<file path="src/rtl/lcd_pkg.sv">
// rtl/lcd_pkg.sv - shared LCD bus definitions: arbiter states, HD44780 command codes, long-command test
// Contents:
//   arb_state_e  - arbiter phase encoding (ARB, SETUP, PULSE, HOLD)
//   LCD_CMD_*    - command bytes that need the long execution time
//   LCD_ADDR_*   - DDRAM set-address commands for the two display lines
//   is_long_cmd  - true for clear (8'h01) and home (8'h02/8'h03) command beats
package lcd_pkg;

  typedef enum logic [1:0] {
    ST_ARB   = 2'd0,
    ST_SETUP = 2'd1,
    ST_PULSE = 2'd2,
    ST_HOLD  = 2'd3
  } arb_state_e;

  localparam logic [7:0] LCD_CMD_CLEAR  = 8'h01;
  localparam logic [7:0] LCD_CMD_HOME   = 8'h02;
  localparam logic [7:0] LCD_ADDR_LINE1 = 8'h80;
  localparam logic [7:0] LCD_ADDR_LINE2 = 8'hC0;

  // Return-home ignores bit 0, so 8'h03 is also a home command.
  function automatic logic is_long_cmd(input logic rs, input logic [7:0] data);
    return !rs && ((data == LCD_CMD_CLEAR) ||
                   (data == LCD_CMD_HOME) ||
                   (data == (LCD_CMD_HOME | 8'h01)));
  endfunction

endpackage

</file>
<file path="src/rtl/lcd_tick_div.sv">
// rtl/lcd_tick_div.sv - clock divider producing one-cycle timing ticks
// Ports:
//   clk   in  system clock
//   reset in  synchronous, active-high
//   clr   in  hold the count at 0 while high
//   tick  out high for one clock when the count equals TICK_DIV-1
module lcd_tick_div #(
  parameter int TICK_DIV = 100000
) (
  input  logic clk,
  input  logic reset,
  input  logic clr,
  output logic tick
);

  localparam int CW = (TICK_DIV > 2) ? $clog2(TICK_DIV) : 1;
  localparam logic [CW-1:0] LAST = CW'(TICK_DIV - 1);

  logic [CW-1:0] cnt;

  always_ff @(posedge clk) begin
    if (reset || clr) begin
      cnt <= '0;
    end else if (cnt == LAST) begin
      cnt <= '0;
    end else begin
      cnt <= cnt + 1'b1;
    end
  end

  assign tick = (cnt == LAST);

endmodule

</file>
<file path="src/rtl/lcd_bus_arbiter.sv">
// rtl/lcd_bus_arbiter.sv - two-requester arbiter and write sequencer for an HD44780-style LCD bus
// Optional feature macro: LCD_ARB_LONG_CMD_EN (clear/home command beats use CLEAR_TICKS)
// Ports:
//   clk, reset           system clock, synchronous active-high reset
//   req_valid/req_ready  per-requester beat handshake (bit i = requester i)
//   req_rs, req_data     per-requester register select and byte ([8*i+7:8*i])
//   req_last             beat ends the requester's burst and releases the lock
//   lcd_e, lcd_rs,       LCD pins: enable strobe, registered rs/byte of current beat,
//   lcd_rw, lcd_data     rw tied to write
//   owner                one-hot current/locked owner, 0 when unlocked
//   busy                 high whenever a write is in progress
module lcd_bus_arbiter
  import lcd_pkg::*;
#(
  parameter int TICK_DIV    = 100000,
  parameter int E_TICKS     = 1,
  parameter int WRITE_TICKS = 4,
  parameter int CLEAR_TICKS = 8
) (
  input  logic        clk,
  input  logic        reset,
  input  logic [1:0]  req_valid,
  output logic [1:0]  req_ready,
  input  logic [1:0]  req_rs,
  input  logic [15:0] req_data,
  input  logic [1:0]  req_last,
  output logic        lcd_e,
  output logic        lcd_rs,
  output logic        lcd_rw,
  output logic [7:0]  lcd_data,
  output logic [1:0]  owner,
  output logic        busy
);

  localparam logic [1:0] S_ARB   = ST_ARB;
  localparam logic [1:0] S_SETUP = ST_SETUP;
  localparam logic [1:0] S_PULSE = ST_PULSE;
  localparam logic [1:0] S_HOLD  = ST_HOLD;

  // Last phase-counter value of PULSE and HOLD. HOLD covers what is left of
  // the write after one SETUP tick and E_TICKS PULSE ticks.
  localparam logic [7:0] PULSE_LAST  = 8'(E_TICKS - 1);
  localparam logic [7:0] HOLD_LAST_W = 8'(WRITE_TICKS - E_TICKS - 2);
  localparam logic [7:0] HOLD_LAST_C = 8'(CLEAR_TICKS - E_TICKS - 2);

  logic [1:0] state;
  logic [7:0] phase;
  logic       locked;
  logic       last_served;
  logic       long_beat;

  logic       in_arb;
  logic       tick;
  logic [1:0] grant;
  logic       accept;
  logic       sel;
  logic [7:0] beat_data;
  logic       beat_rs;
  logic       beat_last;
  logic       beat_long;
  logic [7:0] hold_last;

  assign in_arb = (state == S_ARB);
  assign busy   = !in_arb;
  assign lcd_rw = 1'b0;

  // Grant is only offered in ARB. A locked owner keeps exclusive access even
  // when it has nothing to send; otherwise the requester not served last wins
  // a tie.
  always_comb begin
    grant = 2'b00;
    if (!reset && in_arb) begin
      if (locked) begin
        grant = owner & req_valid;
      end else if (req_valid == 2'b11) begin
        grant = last_served ? 2'b01 : 2'b10;
      end else begin
        grant = req_valid;
      end
    end
  end

  assign req_ready = grant;
  assign accept    = |grant;
  assign sel       = grant[1];
  assign beat_data = sel ? req_data[15:8] : req_data[7:0];
  assign beat_rs   = req_rs[sel];
  assign beat_last = req_last[sel];

`ifdef LCD_ARB_LONG_CMD_EN
  assign beat_long = is_long_cmd(beat_rs, beat_data);
`else
  assign beat_long = 1'b0;
`endif

  assign hold_last = long_beat ? HOLD_LAST_C : HOLD_LAST_W;

  // Divider runs only during a write and restarts from 0 at every accept.
  lcd_tick_div #(
    .TICK_DIV(TICK_DIV)
  ) u_tick_div (
    .clk  (clk),
    .reset(reset),
    .clr  (in_arb),
    .tick (tick)
  );

  always_ff @(posedge clk) begin
    if (reset) begin
      state       <= S_ARB;
      phase       <= 8'd0;
      lcd_e       <= 1'b0;
      lcd_rs      <= 1'b0;
      lcd_data    <= 8'h00;
      owner       <= 2'b00;
      locked      <= 1'b0;
      last_served <= 1'b1;
      long_beat   <= 1'b0;
    end else begin
      case (state)
        S_ARB: begin
          if (accept) begin
            lcd_rs      <= beat_rs;
            lcd_data    <= beat_data;
            owner       <= grant;
            locked      <= !beat_last;
            last_served <= sel;
            long_beat   <= beat_long;
            phase       <= 8'd0;
            state       <= S_SETUP;
          end
        end
        S_SETUP: begin
          if (tick) begin
            lcd_e <= 1'b1;
            phase <= 8'd0;
            state <= S_PULSE;
          end
        end
        S_PULSE: begin
          if (tick) begin
            if (phase == PULSE_LAST) begin
              lcd_e <= 1'b0;
              phase <= 8'd0;
              state <= S_HOLD;
            end else begin
              phase <= phase + 8'd1;
            end
          end
        end
        S_HOLD: begin
          if (tick) begin
            if (phase == hold_last) begin
              phase <= 8'd0;
              state <= S_ARB;
              // The owner survives the write only while its burst holds the lock.
              if (!locked) begin
                owner <= 2'b00;
              end
            end else begin
              phase <= phase + 8'd1;
            end
          end
        end
        default: begin
          lcd_e <= 1'b0;
          phase <= 8'd0;
          state <= S_ARB;
        end
      endcase
    end
  end

`ifndef SYNTHESIS
  // A waiting beat must stay offered until it is accepted.
  for (genvar i = 0; i < 2; i++) begin : g_valid_stable
    a_valid_stable: assert property (@(posedge clk) disable iff (reset)
      (req_valid[i] && !req_ready[i]) |=> req_valid[i]);
  end
`endif

endmodule

</file>
<file path="config.mk">
export PLATFORM = sky130hd
export DESIGN_NAME = lcd_bus_arbiter
export DESIGN_NICKNAME = d
export VERILOG_FILES = /design/src/rtl/lcd_pkg.sv /design/src/rtl/lcd_tick_div.sv /design/src/rtl/lcd_bus_arbiter.sv
export SDC_FILE = /design/constraint.sdc
export NUM_CORES = 1
export LEC_CHECK = 0
export CAP_MARGIN = 40
export CORE_MARGIN = 4
export CORE_UTILIZATION = 52
export CTS_CLUSTER_DIAMETER = 120
export DETAILED_ROUTE_END_ITERATION = 6
export GPL_ROUTABILITY_DRIVEN = 0
export PLACE_DENSITY = 0.8
export SYNTH_ARGS = -nofsm -noshare
export SYNTH_HDL_FRONTEND = slang
export SYNTH_SLANG_ARGS = --single-unit
</file>
<file path="constraint.sdc">
create_clock -name clk -period 2.2 [get_ports clk]
set_input_delay 0.44 -clock clk [delete_from_list [all_inputs] [get_ports clk]]
set_output_delay 0.44 -clock clk [all_outputs]
set_load 0.01 [all_outputs]
</file>
# Word-level counts from Yosys, hierarchy flattened
# Index checks and enable logic that the tools add are counted.
# Widths: inputs -> output; s select.
# word_totals
rom_bits	0
ram_bits	0
latchBits	0
memories	0
ff_bits	41
inputBits	24
output_inout_bits	16
wordCells	74
# classes
n_div	0
mul	0
shifts	0
reduce_logical	16
n_bitwise	1
mux	32
n_eq_ne	13
add_sub_neg	2
order_cmp	1
# ops
op	count
$mux 8	7
$pmux 8 s4	1
$mux 2	14
$add 17x1->17 const B	1
$eq 17x17->1 const B	1
$ne 2x2->1 const B	6
$add 8x1->8 const B	1
$eq 8x1->1 const B	1
$logic_not 8->1	1
$pmux 2 s4	1
$reduce_and 4->1	2
$mux 1	7
$eq 2x2->1 const B	3
$reduce_and 6->1	1
$reduce_and 5->1	1
$pmux 2 s2	1
$reduce_bool 2->1	2
$reduce_or 2->1	2
$logic_not 1->1	3
$and 2x2->2	1
$eq 2x1->1 const B	1
$logic_not 2->1	1
$lt 1x2->1 const B	1
$ne 2x1->1 const B	1
4 further kinds	4

# Depth between registers and ports, before layout
# Gate-level depths: netlist (run 1).
# depth
ltp_word	7
depth_mapped	8
ltp_nobuf	7

# By module
# From an unflattened synthesis (run 1), not the netlist that was laid out.
# unflattened
cells_unflattened	258
hier_area_um2	2200.9
# by_module_without_submodules
mod	seq_area_each_um2	n_inst	cells_each	area_per_inst_um2
lcd_bus_arbiter	480.5	1	171	1337.5
lcd_tick_div	340.3	1	87	863.3

# Least setup slack after synthesis (run 1)
# OpenSTA, ideal clock, no wires.
# synth_timing
path_type	reg-to-reg
start	reg u_tick_div.cnt[11]
end	reg state[0]
n_path_buf	1
path_stages_with_launch	7
arrival_time_ns	1.695
setup_ns	0.131
synth_period_minus_slack_ns	1.826
t_required_ns	2.069
path_slack_ns	0.374
path_cell_list	dfxtp_1 -> or4_4 -> nor4_4 -> o22ai_1 -> buf_6 -> nor4_4 -> nor3b_2
# synth_between
elab_chain_cells	3
elab_cells_between_ends	5
classes_between	eq/ne (4); reduce/logical (1)
# synth_rtl
element	line	text
from (decl)	lcd_tick_div.sv:19	logic [CW-1:0] cnt;
from (signal assigned)	lcd_tick_div.sv:27	cnt <= cnt + 1'b1;
$eq 17x17->1 *	lcd_tick_div.sv:31	assign tick = (cnt == LAST);
$ne 2x2->1 (no source line)	-	
$reduce_and 6->1 (no source line) *	-	
to (signal assigned)	lcd_bus_arbiter.sv:110	state <= S_ARB;
to (signal assigned)	lcd_bus_arbiter.sv:130	state <= S_SETUP;
to (signal assigned)	lcd_bus_arbiter.sv:137	state <= S_PULSE;
to (decl)	lcd_bus_arbiter.sv:46	logic [1:0] state;
# Mark *: on every way between the ends. The rest lies on a longest branch, timed or not.
# A chain may end at the register's enable or synchronous reset.

# Worst setup path after layout (run 1)
# layout_timing
start	in req_valid[1]
end	out req_ready[0]
# layout_between
elab_chain_cells	4
# layout_rtl
element	line	text
from (decl)	lcd_bus_arbiter.sv:22	input logic [1:0] req_valid,
$eq 2x2->1	lcd_bus_arbiter.sv:75	end else if (req_valid == 2'b11) begin
$mux 2	lcd_bus_arbiter.sv:75	
$mux 2	lcd_bus_arbiter.sv:73	if (locked) begin
$mux 2	lcd_bus_arbiter.sv:72	if (!reset && in_arb) begin
to (decl)	lcd_bus_arbiter.sv:23	output logic [1:0] req_ready,
# Every way passes these cells.

==> results of run 1 <==
-- registers in the layout, summed over array words and instances (netlist names) --
name,count
owner,2
lcd_e,1
u_tick_div.cnt,17
state,2
phase,8
last_served,1
lcd_data,8
lcd_rs,1
locked,1
-- synth_stat cells, drive strengths merged --
cell / n / area share [%]
o21ai: 6 / 1.6
o31ai: 1 / 0.35
or2: 2 / 0.58
a211oi: 10 / 3.7
nand3b: 1 / 0.35
o22ai: 2 / 0.58
conb: 1 / 0.17
o32ai: 6 / 2.4
o21bai: 1 / 0.35
nor3b: 1 / 0.58
nor3: 4 / 0.93
xnor2: 7 / 2.9
a21oi: 17 / 4.3
inv: 19 / 3.3
buf: 6 / 2.2
mux2i: 10 / 4.7
o41ai: 1 / 0.76
nor4: 3 / 2.3
nand2b: 4 / 1.2
xor2: 4 / 1.6
o2111ai: 2 / 0.82
a22oi: 1 / 0.35
nand4bb: 1 / 0.52
o22a: 1 / 0.47
or3b: 1 / 0.41
nand2: 10 / 1.7
nor2b: 2 / 0.58
clkbuf: 6 / 1.0
dfxtp: 41 / 38
or3: 8 / 2.3
nor2: 34 / 5.9
a2bb2oi: 1 / 0.41
nand3: 13 / 3.3
nand4b: 2 / 0.82
nand4: 4 / 1.2
ha: 9 / 5.2
o211ai: 1 / 0.35
or4: 3 / 1.2
a22o: 1 / 0.41
-- cell families (layout without fill, tap and decap cells) --
logic type	after synthesis	count (layout)	synth area share, %
fa+ha+maj	9	9	5.24
flops	41	41	38.2
other cells	1	1	0.174
buf+inv	31	74	6.52
mux	10	10	4.66
simple gates	93	93	23.9
compound gates	51	51	16.9
xor+xnor	11	11	4.48
-- final cells by class --
cell class,count,share of cell area [%]
multi-input combinational,175,44.6
clock inverter,1,0.185
timing repair buffer,47,16.3
sequential,41,30.4
clock buffer,7,3.57
inverter,19,2.64
tap,50,2.32
-- power groups by stage --
stage	registers, uW	logic, uW	clock network, uW
floorplan	924	608	0
global placement	910	930	0
detailed placement	910	958	0
CTS	897	959	548
global route	908	1050	578
finish	898	962	536
-- per-layer routing --
metal	up-vias	global-route usage, %	part of all wire (%)
met3	2	4.85	4.6
met1	896	24.8	46
met4	0	4.38	0.33
met5	-	0	0
met2	37	31.9	49
li1	955	-	-
-- what timing repair did --
item / 4_1_cts / 5_1_grt
gates resized for setup: 7 / 2
buffers inserted: 0 / 0
hold buffers: 0 / 0
pin swaps: 0 / 1
endpoints found under the setup margin: 3 / 17
-- worst paths after layout --
path	from	endpoint	slack, ps	depth (start not counted)
max	req_valid[1]	req_ready[0]	110	5
min reg2reg	u_tick_div.cnt[0]	u_tick_div.cnt[0]	460	1
max reg2reg	u_tick_div.cnt[0]	state[0]	200	7
min	u_tick_div.cnt[0]	u_tick_div.cnt[0]	460	1
-- metrics by stage --
stage               setup slack, ps  cells  TNS, ps  util [%]  power, uW
global placement               -266    332     -315      64.8       1840
CTS                            13.0    340        0      67.5       2400
detailed placement             -267    332     -521      64.8       1870
floorplan                       374    247        0         -       1530
global route                   23.7    340        0      67.5       2540
finish                          109    340        0      67.5       2390
==> metrics, run 1 <==
pin count of the biggest net entering global routing 34; Critical-path top delay cell clkdlybuf4s50_1; core area 4000 um2; WP buf/inv 3; RSZ-0062 raised after global routing no; WP data required 1760 ps; # rows 23; die height 72.3 um; most frequent cells in the layout 41 x dfxtp_1, 35 x clkdlybuf4s50_1, 34 x nor2_1, 19 x inv_1, 15 x a21oi_1; initial antenna violation count 0; Syn Inst Count 247; Congestion Overflow GR 0; status finished, final reports clean; Post-Syn Area 2150 um2; Pint 1560 uW; Sequential Power Share 37.5%; initial drt markers 58; Die ar. 5230 um2; first-pass GRT wire length 8.14 mm; ANT cells 0; CP endpoint kind output port; Num CTS Buffers 5; Avg WL per Cell 14.3 um; CP cell instances clkdlybuf4s50_1 -> or3b_2 -> o2111ai_2 -> inv_1 -> buf_2; fill cell count 329; Routed Antenna Nets 0; Global Route Usage Sum 19.1%; clk_skew 5.33 ps; Worst-path clk slew 70 ps; Unique masters post-synth 47; Final Hold Viols 0; Post-DP Area 2590 um2; fmax 0.478 GHz; Via-to-Cell Ratio 5.56; register bit count reported by yosys 41; Slew Limit Fails 0; crit start category input pin; Clock Latency Late Sink 290 ps; TritonRoute pass-1 iters 4; Worst Path Arrival 1650 ps; Pleak 0.000978 uW; register area share after synthesis 38.2%; DRC viols 0; Hold WC Path Type flip-flop to flip-flop; Psw 830 uW; area of the multi-input gates 1200 um2; port bufs 38; Net Sw Frac 34.6%; Tmin final 2090 ps; Max IR drop VDD 589 uV; Max Root-Sink Buffers 2; DR vias 1890; Final setup viols 0; Power per Cell Area 887 nW/um2; most common cell after layout, fill and taps aside dfxtp_1; hold slack 461 ps; fraction of layout cells with a size suffix above 1 12.1%; number of global-route vias before repair 1839; Syn Area/Cell 8.70 um2; register area 821 um2; drt total wl 4.85 mm; IO Count 40; slowest cell delay on critical path 480 ps; initial core utilization 53.7%; Crit Path Max Fanout 2; clock power share 22.4%; synthesis-to-layout area growth 25.6%; DP HPWL 3.46 mm; post-route cell area 2700 um2; Worst slew margin 58.4%; number of max-cap violations 0; Worst Tran Pin Value 624 ps; Synth warnings 0; DIE WIDTH 72.3 um; CTS tree done; Gate power share 40.2%; clock root buffer master clkbuf_8; Period Utilization, post-route 95.0%; Post-Syn Nets 280; H-tree depth 2; Sink Count 41; Crit path max-delay family buffers and inverters; Final nets 322; Setup CP Type input pin to output port
(Power assumes the default switching activity.)
==> inputs of run 2 (changes only) <==
--- a/config.mk
+++ b/config.mk
@@ -11,7 +11,7 @@
 export CTS_CLUSTER_DIAMETER = 120
 export DETAILED_ROUTE_END_ITERATION = 6
 export GPL_ROUTABILITY_DRIVEN = 0
-export PLACE_DENSITY = 0.8
+export PLACE_DENSITY_LB_ADDON = 0.2
 export SYNTH_ARGS = -nofsm -noshare
 export SYNTH_HDL_FRONTEND = slang
 export SYNTH_SLANG_ARGS = --single-unit
==> run 2 against run 1 <==
Compared with the run above: sequential cell count unchanged; routed wire length decreased by 2.8%; via count decreased by 0.21%; clock-buffer cell count decreased by 2; non-clock buffer count unchanged; critical path depth unchanged; final cell count decreased by 0.29%; sequential share of layout area decreased by 0.084 points; critical path type unchanged.
==> metrics, run 2 (same netlist as run 1, synthesis figures left out) <==
DP HPWL 3.38 mm (-2.3%); Min-Delay Startpoint u_tick_div.cnt[0]; Hold WC Path Type flip-flop to flip-flop; Worst-path clk slew 70 ps (about the same); Worst slew margin 55.4% (-3.0 points); initial core utilization 53.7% (unchanged); RSZ-0062 raised after global routing no; WP data required 1760 ps (about the same); Die ar. 5230 um2 (unchanged); Most flops, register u_tick_div.cnt; port bufs 38 (unchanged); Inst Count DP 332 (unchanged); Tmin final 2150 ps (+57.1 ps); Clock Latency Late Sink 290 ps (about the same); Worst Hold End u_tick_div.cnt[0]; Hold Crit Depth 1 (unchanged); DIE WIDTH 72.3 um (unchanged); Max IR drop VDD 437 uV (-26%); CTS tree done; Crit Path Max Fanout 2 (unchanged); top flop regs u_tick_div.cnt x17, lcd_data x8, phase x8; Routed Antenna Nets 0 (unchanged); Max Root-Sink Buffers 2 (unchanged); Final nets 322 (unchanged); clk_skew 7.48 ps (+2.15 ps); die height 72.3 um (unchanged); number of flip-flops in the largest register 17 (unchanged); post-CTS setup buffer count 0 (unchanged); Pleak 0.000974 uW (-0.34%); number of max-cap violations 0 (unchanged); status finished, final reports clean; Layout Utilization 67.7% (+0.19 points); Congestion Overflow GR 0 (unchanged); area of the multi-input gates 1200 um2 (+0.21%); Via-to-Cell Ratio 5.56 (about the same); fill cell count 339 (+3.0%); Fin Setup TNS 0 ps (unchanged); Num CTS Buffers 5 (unchanged); Layout Cells excl Fill 339 (-0.29%); TritonRoute pass-1 iters 4 (unchanged); most common cell after layout, fill and taps aside dfxtp_1; synthesis-to-layout area growth 25.9%; Final setup viols 0 (unchanged); Avg WL per Cell 13.9 um (-2.5%); hold slack 456 ps (-4.60 ps); Critical R2R Launch u_tick_div.cnt[11]; fmax 0.466 GHz (-2.7%); Global Route Usage Sum 19.4% (+0.31 points); Power per Cell Area 901 nW/um2 (+1.5%); DRC viols 0 (unchanged); Period Utilization, post-route 97.6% (+2.6 points); worst reg2reg endpoint state[1]; number of global-route vias before repair 1821 (-0.98%); DR vias 1886 (-0.21%); Register-to-Register Path Depth 6 (-1); Setup CP Type input pin to output port; clock root buffer master clkbuf_8; initial drt markers 137 (+140%); H-tree depth 2 (unchanged); core area 4000 um2 (unchanged); IO Count 40 (unchanged); first-pass GRT wire length 8.11 mm (-0.43%); most frequent cells in the layout 41 x dfxtp_1, 35 x clkdlybuf4s50_1, 34 x nor2_1, 19 x inv_1, 15 x a21oi_1; CP endpoint kind output port; Sink Count 41 (unchanged); # rows 23 (unchanged); critical path startpoint req_valid[1]; fraction of layout cells with a size suffix above 1 12.1% (+0.042 points); initial antenna violation count 0 (unchanged); register area 821 um2 (unchanged); pin count of the biggest net entering global routing 34 (unchanged); drt total wl 4.71 mm (-2.8%); crit start category input pin; Worst Path Arrival 1710 ps (+60 ps); Final Hold Viols 0 (unchanged); ANT cells 0 (unchanged); Slew Limit Fails 0 (unchanged); flop2flop setup slack 160 ps (-40 ps); Worst Tran Pin Value 669 ps (+45.1 ps)
## run 2: cell types whose count changed in the layout (fill, tap and decap cells not counted), sizes merged
cell / previous run / this run
buf: 10 / 9
bufinv: 0 / 1
clkbuf: 7 / 6
clkdlybuf4s15: 0 / 1
dlygate4sd2: 2 / 1
## run 2: through the flow
step | instance area, um2 | power (uW) | setup WS (ps)
finish | 2710 | 2440 | 52.2
global route | 2710 | 2590 | 16.8
CTS | 2700 | 2450 | 5.31
detailed placement | 2590 | 1860 | -262
global placement | 2590 | 1840 | -270
floorplan | 2150 | 1530 | 374
## run 2: worst max-delay path by stage
| stage | cells after the start | slack (ps) | to |
|---|---|---|---|
| 2_1_floorplan | 6 | 370 | state[0] |
| 3_3_place_gp | 5 | -270 | req_ready[0] |
| 3_5_place_dp | 5 | -260 | req_ready[0] |
| 4_1_cts | 5 | 5 | req_ready[0] |
| 5_1_grt | 5 | 20 | req_ready[0] |
| 6_report | 5 | 50 | req_ready[0] |
## run 2: where the power goes
group          internal, uW  switching, uW  leakage (uW)
clock network           330            246     0.0000540
registers               830           69.9      0.000333
logic                   455            507      0.000588
## run 2: cell type report
class,count,share of cell area (%)
Clock buffer,5,2.54
Tap cell,50,2.31
Sequential cell,41,30.3
Timing Repair Buffer,47,16.4
Inverter,19,2.64
Multi-Input combinational cell,175,44.5
Clock inverter,2,1.29
## run 2: worst max-delay path, cell delays in order
cell and delay [ps]:
clkdlybuf4s50_1 500, or3b_4 390, o2111ai_2 80, inv_1 70
clkdlybuf4s15_2 230
## run 2: timing repair
item	in CTS	in global routing
hold buffers	0	0
endpoints found under the setup margin	3	12
gates resized for setup	6	5
## run 2: routing by layer
metal | wire length (um) | up-vias | global-route usage (%)
li1 | - | 955 | -
met4 | 100 | 0 | 6.05
met3 | 307 | 15 | 6.23
met5 | 0 | - | 0
met1 | 2100 | 866 | 24.8
met2 | 2210 | 50 | 31.1
==> inputs of run 3 (changes only) <==
--- a/config.mk
+++ b/config.mk
@@ -6,12 +6,15 @@
 export NUM_CORES = 1
 export LEC_CHECK = 0
 export CAP_MARGIN = 40
+export CELL_PAD_IN_SITES_DETAIL_PLACEMENT = 1
+export CELL_PAD_IN_SITES_GLOBAL_PLACEMENT = 2
 export CORE_MARGIN = 4
-export CORE_UTILIZATION = 52
+export CORE_UTILIZATION = 31
 export CTS_CLUSTER_DIAMETER = 120
 export DETAILED_ROUTE_END_ITERATION = 6
 export GPL_ROUTABILITY_DRIVEN = 0
 export PLACE_DENSITY_LB_ADDON = 0.2
+export SETUP_SLACK_MARGIN = 0.2
 export SYNTH_ARGS = -nofsm -noshare
 export SYNTH_HDL_FRONTEND = slang
 export SYNTH_SLANG_ARGS = --single-unit
==> run 3 against run 2 <==
Compared with the run above: clock skew down 0.59 ps; utilization down 26 points; sequential power up 0.7%; power up 1.9%.
==> metrics, run 3 (same netlist as run 1, synthesis figures left out) <==
Num CTS Buffers 5 (unchanged); Worst Path Arrival 2140 ps (+430 ps); critical path startpoint u_tick_div.cnt[11]; Global Route Usage Sum 13.6% (-5.8 points); Layout Utilization 41.6% (-26 points); Die ar. 8330 um2 (+59%); Hold WC Path Type flip-flop to flip-flop; Worst Setup EP owner[1]; Tmin final 1970 ps (-173 ps); Setup WS post-layout 225 ps (+173 ps); Final nets 327 (+1.6%); Congestion Overflow GR 0 (unchanged); Power per Cell Area 884 nW/um2 (-1.9%); crit start category flip-flop; H-tree depth 2 (unchanged); IO Count 40 (unchanged); most frequent cells in the layout 40 x dfxtp_1, 34 x nor2_1, 34 x clkdlybuf4s50_1, 16 x inv_1, 15 x a21oi_1; Setup CP Type flip-flop to flip-flop; Layout Cells excl Fill 374 (+10%); CP endpoint kind flip-flop; die height 91.3 um (+26%); WP data required 2370 ps (+610 ps); fraction of layout cells with a size suffix above 1 16.3% (+4.2 points); hold slack 458 ps (+1.83 ps); DIE WIDTH 91.3 um (+26%); clock root buffer master clkbuf_8; synthesis-to-layout area growth 30.7%; port bufs 38 (unchanged); Fin Setup TNS 0 ps (unchanged); RSZ-0062 raised after global routing yes; Sink Count 41 (unchanged); Max Root-Sink Buffers 2 (unchanged); initial core utilization 31.8% (-22 points); worst reg2reg endpoint owner[1]; Via-to-Cell Ratio 5.06 (-9.1%); Routed Antenna Nets 0 (unchanged); core area 6760 um2 (+69%); Inst Count DP 366 (+10%); number of max-cap violations 0 (unchanged); Final setup viols 0 (unchanged); Avg WL per Cell 14.4 um (+3.7%); initial antenna violation count 0 (unchanged); initial drt markers 40 (-71%); Slew Limit Fails 0 (unchanged); fmax 0.506 GHz (+8.8%); Register-to-Register Path Depth 6 (unchanged); # rows 30 (+30%); Clock Latency Late Sink 290 ps (about the same); Pleak 0.00102 uW (+4.2%); flop2flop setup slack 230 ps (+70 ps); DR vias 1891 (+0.27%); Crit Path Max Fanout 4 (+2); drt total wl 5.39 mm (+14%); status finished, final reports clean; ANT cells 0 (unchanged); pre-CTS setup slack -242 ps (+19.3 ps); Final Hold Viols 0 (unchanged); CTS tree done; Max IR drop VDD 338 uV (-23%); Period Utilization, post-route 89.8% (-7.9 points); DRC viols 0 (unchanged); number of global-route vias before repair 1953 (+7.2%); Critical R2R Launch u_tick_div.cnt[11]; top flop regs u_tick_div.cnt x17, lcd_data x8, phase x8; Worst-path clk slew 80 ps (about the same); pin count of the biggest net entering global routing 23 (-32%); clk_skew 6.89 ps (-0.586 ps); most common cell after layout, fill and taps aside dfxtp_1; first-pass GRT wire length 9.27 mm (+14%); number of flip-flops in the largest register 17 (unchanged); DP HPWL 4.07 mm (+20%); TritonRoute pass-1 iters 4 (unchanged); Most flops, register u_tick_div.cnt
==> run 3: cell type report <==
cell class / count / area (um2)
inverters: 19 / 71.3
well taps: 80 / 100
multi-input cells: 175 / 1240
fillers: 803 / 3950
repair buffers: 52 / 477
clock inverters: 2 / 35.0
clock buffers: 5 / 68.8
flip-flops and latches: 41 / 822
==> run 3: worst min-delay path by stage <==
| stage | start | to | cells past startpoint |
|---|---|---|---|
| 5_1_grt | u_tick_div.cnt[0] | u_tick_div.cnt[0] | 1 |
| 3_3_place_gp | u_tick_div.cnt[0] | u_tick_div.cnt[0] | 1 |
| 6_report | u_tick_div.cnt[0] | u_tick_div.cnt[0] | 1 |
| 3_5_place_dp | u_tick_div.cnt[0] | u_tick_div.cnt[0] | 1 |
| 2_1_floorplan | u_tick_div.cnt[0] | u_tick_div.cnt[0] | 1 |
| 4_1_cts | u_tick_div.cnt[0] | u_tick_div.cnt[0] | 1 |
==> run 3: power by group <==
| group | internal (uW) | switching (uW) | total (uW) |
|---|---|---|---|
| Clock | 330 | 260 | 590 |
| Combinational | 469 | 517 | 987 |
| Sequential | 832 | 74.1 | 906 |
==> run 3: stage by stage <==
stage,instance area [um2],total power [uW]
finish,2810,2480
global route,2810,2660
CTS,2780,2510
detailed placement,2670,1900
global placement,2670,1890
floorplan,2150,1530
==> run 3: repair_timing <==
action / 4_1_cts / 5_1_grt
setup buffers: 0 / 1
pin swaps: 1 / 1
gates resized for setup: 12 / 10
endpoints found under the setup margin: 10 / 16
hold buffers: 0 / 0
==> run 3: critical path: stages, from the launching register on <==
cell and delay (ps):
dfxtp_1 360, or4_4 550, nor4_4 320, buf_4 190, nand4b_1 110, a21oi_1 210
o32ai_1 110
==> run 3: per-layer routing <==
layer	part of all wire, %	global-route usage, %
met1	50	18.5
met2	45	20.7
met3	3.6	4.06
met4	1.3	4.15
met5	0	0
